`src/rtl/elevator_call_scheduler.sv`:
```
// Call scheduler for a three-floor car: latches call buttons, steps the car one floor at a
// time through elevator_controller, and holds a timed door phase at each served floor.
module elevator_call_scheduler #(
  parameter int unsigned DOOR_CYCLES    = 4,
  parameter int unsigned TIMEOUT_CYCLES = 8
) (
  input  logic       clk,
  input  logic       reset_n,
  input  logic [2:0] call_btn,
  input  logic [1:0] floor,
  output logic       up_request,
  output logic       down_request,
  output logic       door_open,
  output logic [2:0] pending,
  output logic       busy,
  output logic       fault
);

  typedef enum logic [2:0] {IDLE, REQ_UP, REQ_DOWN, WAIT, DOOR, HALT} state_t;
  typedef enum logic {DIR_UP, DIR_DOWN} dir_t;

  localparam int unsigned WW = $clog2(TIMEOUT_CYCLES + 1);
  localparam int unsigned DW = $clog2(DOOR_CYCLES + 1);

  state_t        state, state_nxt;
  dir_t          dir, dir_nxt;
  logic [1:0]    target, target_nxt;
  logic [WW-1:0] wait_cnt, wait_cnt_nxt;
  logic [DW-1:0] door_cnt, door_cnt_nxt;
  logic [2:0]    floor_oh, clr, btn_mask, pending_nxt;
  logic          calls_above, calls_below;

  always_comb begin
    floor_oh    = '0;
    calls_above = 1'b0;
    calls_below = 1'b0;
    case (floor)
      2'd0: begin
        floor_oh    = 3'b001;
        calls_above = |pending[2:1];
      end
      2'd1: begin
        floor_oh    = 3'b010;
        calls_above = pending[2];
        calls_below = pending[0];
      end
      2'd2: begin
        floor_oh    = 3'b100;
        calls_below = |pending[1:0];
      end
      default: ;
    endcase
  end

  always_comb begin
    state_nxt    = state;
    dir_nxt      = dir;
    target_nxt   = target;
    wait_cnt_nxt = wait_cnt;
    door_cnt_nxt = door_cnt;
    clr          = '0;
    case (state)
      IDLE: begin
        if (floor == 2'b11) begin
          state_nxt = HALT;
        end else if (|(pending & floor_oh)) begin
          state_nxt    = DOOR;
          clr          = floor_oh;
          door_cnt_nxt = '0;
        end else if ((dir == DIR_UP && calls_above) || (dir == DIR_DOWN && calls_above && !calls_below)) begin
          state_nxt  = REQ_UP;
          dir_nxt    = DIR_UP;
          target_nxt = floor + 2'd1;
        end else if (calls_below) begin
          state_nxt  = REQ_DOWN;
          dir_nxt    = DIR_DOWN;
          target_nxt = floor - 2'd1;
        end
      end
      REQ_UP, REQ_DOWN: begin
        state_nxt    = WAIT;
        wait_cnt_nxt = '0;
      end
      WAIT: begin
        if (floor == target) begin
          state_nxt = IDLE;
        end else if (wait_cnt == WW'(TIMEOUT_CYCLES - 1)) begin
          state_nxt = HALT;
        end else begin
          wait_cnt_nxt = wait_cnt + 1'b1;
        end
      end
      DOOR: begin
        if (door_cnt == DW'(DOOR_CYCLES - 1)) state_nxt = IDLE;
        else door_cnt_nxt = door_cnt + 1'b1;
      end
      HALT:    state_nxt = HALT;
      default: state_nxt = IDLE;
    endcase
  end

  // A press at the floor being served is swallowed so the door phase does not re-arm it.
  assign btn_mask    = (state == DOOR) ? floor_oh : '0;
  assign pending_nxt = (pending | (call_btn & ~btn_mask)) & ~clr;

  always_ff @(posedge clk or negedge reset_n) begin
    if (!reset_n) begin
      state    <= IDLE;
      dir      <= DIR_UP;
      target   <= '0;
      wait_cnt <= '0;
      door_cnt <= '0;
      pending  <= '0;
    end else begin
      state    <= state_nxt;
      dir      <= dir_nxt;
      target   <= target_nxt;
      wait_cnt <= wait_cnt_nxt;
      door_cnt <= door_cnt_nxt;
      pending  <= pending_nxt;
    end
  end

  assign up_request   = (state == REQ_UP);
  assign down_request = (state == REQ_DOWN);
  assign door_open    = (state == DOOR);
  assign busy         = (state != IDLE);
  assign fault        = (state == HALT);

endmodule

```
`config.mk`:
```
export PLATFORM = sky130hd
export DESIGN_NAME = elevator_call_scheduler
export DESIGN_NICKNAME = d
export VERILOG_FILES = /design/src/rtl/elevator_call_scheduler.sv
export SDC_FILE = /design/constraint.sdc
export NUM_CORES = 1
export LEC_CHECK = 0
export CAP_MARGIN = 15
export CORE_MARGIN = 1
export CORE_UTILIZATION = 32
export DETAILED_ROUTE_END_ITERATION = 6
export GPL_ROUTABILITY_DRIVEN = 0
export GPL_TIMING_DRIVEN = 0
export PLACE_DENSITY_LB_ADDON = 0.2
export SYNTH_ARGS = -nofsm -noshare
export SYNTH_HDL_FRONTEND = slang
export SYNTH_SLANG_ARGS = --single-unit
```
`constraint.sdc`:
```
create_clock -name clk -period 2.31 [get_ports clk]
set_input_delay 0.231 -clock clk [delete_from_list [all_inputs] [get_ports clk]]
set_output_delay 0.231 -clock clk [all_outputs]
set_load 0.03 [all_outputs]
```
==> results.md <==
GRT:
- The wire length of the first global-routing pass is 4.01 mm.
- After global routing the overflow that remains totals 0.
- Entering global routing, the biggest net connects 17 pins.
- The number of global-route vias before repair came to 874.
- The initial antenna violation count came to 0.
- Across every metal layer, demand over resource in global routing totals 15.1%.

Detailed routing:
- The via total after detailed routing is 901.
- The highest layer touched by signal routing is met4.
- The detailed router finished its first iteration with 30 violations.
- The detailed-route wire length on metal 1 is 1.19 mm.
- For this run, design rule violations remaining after detail routing come to 0.
- The met3 wirelength from detailed routing is 57 µm.
- The post-detailed-route via-to-cell ratio is 5.06.
- The met2 wire length is 1.02 mm.
- Dividing the detail-routed wire length by the instance count gives 12.8 µm.
- The number of iterations in the first detailed-routing pass is 4.
- The final routed wirelength across all metal layers is 2.29 mm.
- The count of nets left with antenna violations once routing finished came out at 0.

Placement:
- Timing analysis after detailed placement gives a worst setup slack of -407 ps.
- The number of I/O port buffers is 14.
- Counting tap cells, the placed design contains a total of 172 instances.
- The placed standard-cell area is 1240 µm².
- The HPWL after detailed placement is 1.72 mm.

Timing:
- The final number of setup-violating endpoints is 0.
- The total count of hold-check failures in the final report is 0.
- Dividing the final minimum period by the clock period gives 93.5%.
- On the final layout, the worst clock skew is 12.9 ps.
- The shortest clock period the worst path allows after layout is 2160 ps.
- Headroom to the max-slew limit came out at 49.7%.
- The final worst slack is 149 ps.
- The transition at the pin with the smallest max-transition slack is 752 ps.
- Setup repair after global routing left no endpoint under its margin.
- The total count of max-transition violations in the final report is 0.
- Timing would allow up to 0.463 GHz.

Finish:
- With fillers left out, the area of the finished cells amounts to 1310 µm².
- The number of nets in the layout is 150.
- The finished layout holds 178 standard cells, fillers aside.
- Compared with the post-synthesis result, the final layout area differs by 24.8%.
- The post-route netlist has 11.2% of its cells at a drive strength greater than 1.
- The diode insertion count for antenna repair is 0.
- The filler cells instantiated in the layout total 308.

Synth:
- The mean instance size in the synthesized netlist is 9.21 µm².
- The register bit count reported by yosys is 16.
- Yosys mapped a number of flops with a built-in enable equal to 0.
- For this run, the register share of the synthesized area comes to 38.1%.
- The number of different library cells in the post-synthesis netlist is 34.
- The number of instances in the synthesized netlist is 114.
- The async set-or-reset flop fraction in the synthesized netlist is 100%.
- Summing every instance area after synthesis gives 1050 µm².
- Counting every net in the synthesized netlist gives 129.
- During synthesis, Yosys emitted a total of 0 warnings.
- The top flip-flop cell by instance count after synthesis is dfrtp_1.

Floorplanning:
- The die is 59.3 µm tall.
- The boundary pin count is 15.
- The total number of placement rows is 20.
- The overall die width is 59.3 µm.
- For this configuration, the core starts out at a cell density of 34.1%.
- The die area is 3510 µm².
- The area of the core region is 3080 µm².

Critical path:
- Of all nets on the critical path, the largest fanout is 10.
- STA classifies the critical path endpoint as a primary output.
- At the worst endpoint, the required time is 2080 ps.
- The critical path arrival is 1930 ps.
- The classification of the worst setup path is reg2out.
- The source of the worst register-to-register timing path is state[0].
- The kind of start point of the critical path is a flip-flop.
- The most critical setup path has its startpoint at state[0].

Status:
- The flow ran to the end, and the final reports show no timing, DRC or antenna violations.

Clock tree:
- TritonCTS created 3 clock buffers.
- Clock tree synthesis found a total of 16 sinks.
- The CTS tree is done.
- The clock edge transition at the registers on the reported setup and hold paths is 110 ps.
- The maximum level of the CTS H-tree is 1.
- The root buffer cell is clkbuf_4.
- At the later pin of the worst-skew pair, clock insertion delay measures 290 ps.
- The maximum clock insertion buffer count is 2.
- After clock tree synthesis, the flow added hold-fix buffers numbering 0.

Power:
- After layout, the design draws a total of 1.30 mW.
- The leakage power is 0.576 nW.
- The worst supply voltage drop on vdd is 333 µV.
- The cell area power density is 996 nW/µm².

Run:
- The count of maximum capacitance violations is 0.

Worst hold path:
- The worst hold path class is in2async.
## cells by family (layout without fill, tap and decap cells)
group	Yosys count	after routing	synth area share, %
adders and majority gates	8	8	9.54
AOI/OAI and AO/OA	38	38	24.6
buffers and inverters	10	30	4.41
DFF	16	16	38.1
muxes	4	4	4.29
and+or+nand+nor	36	36	17.4
xor gates and xnor gates	2	2	1.67
## metrics by stage
| stage | hold WS (ps) | setup TNS (ps) | utilization (%) |
|---|---|---|---|
| finish | 376 | 0 | 42.6 |
| CTS | 408 | 0 | 42.2 |
| global route | 432 | 0 | 42.6 |
| floorplan | -64.6 | 0 | - |
| global placement | 463 | -1830 | 40.4 |
| detailed placement | 467 | -1810 | 40.4 |
## synthesized netlist by cell type (2+ instances only)
cell	count	area [µm²]
dfrtp_1	16	400
nand2_1	12	45.0
o21ai_0	11	55.1
a21oi_1	10	50.1
ha_1	8	100
inv_1	7	26.3
nor2_1	7	26.3
nor3b_1	4	30.0
mux2i_1	3	30.0
nor3_1	3	15.0
o31ai_1	3	22.5
a211oi_1	2	15.0
a22o_1	2	17.5
a32o_1	2	20.0
and2_1	2	12.5
nand2b_1	2	12.5
nor4_1	2	12.5
xnor2_1	2	17.5
## worst max-delay path, stage by stage, from the launching register on
cell and delay (ps):
dfrtp_1 390, buf_6 140, nor3b_1 370, clkdlybuf4s50_1 750
## layout make-up
cell class	instances	area [µm²]	share of cell area [%]
Clock buffer	4	36.3	2.77
Inverter	7	26.3	2.01
Sequential cell	16	400	30.6
Buffer	3	20.0	1.53
Multi-Input combinational cell	88	613	46.8
Tap cell	44	55.1	4.20
Timing Repair Buffer	16	159	12.1
## final timing paths
path | end | slack (ps) | cells past startpoint
min in group clk | wait_cnt[3] | 480 | 1
max | down_request | 150 | 3
max reg2reg | state[1] | 470 | 5
min | door_cnt[0] | 380 | 1
min reg2reg | wait_cnt[3] | 480 | 1
max in group asynchronous | wait_cnt[3] | 1450 | 1
## power by group
part           internal [mW]  leakage, nW  switching [mW]
logic                  0.292        0.363           0.393
clock network         0.0958       0.0210          0.0916
registers              0.360        0.192          0.0715
## layout by cell type, fill, tap and decap left out, types with 3 or more instances in the layout
master / instances
a21oi_1: 10
clkbuf_4: 3
clkdlybuf4s50_1: 11
dfrtp_1: 16
ha_1: 8
inv_1: 7
mux2i_1: 3
nand2_1: 12
nor2_1: 7
nor3b_1: 3
o21ai_0: 11
o31ai_1: 3
## sequential cells by signal, indices dropped and copies added, names as in the netlist
register	cells
pending	3
target	2
dir	1
door_cnt	3
state	3
wait_cnt	4
## per-layer routing
layer,up-vias,GRT usage [%]
li1,462,-
met1,428,19.8
met2,9,24.9
met3,2,2.62
met4,0,5.10
met5,-,0
## repair_timing
item / in CTS / in global routing
setup endpoints to repair: 5 / 3
pin swaps: 1 / 0
endpoints found under the hold margin: 0 / 0
gates resized for setup: 2 / 3
setup buffers: 2 / 0
Power figures use the tool's default switching activity.
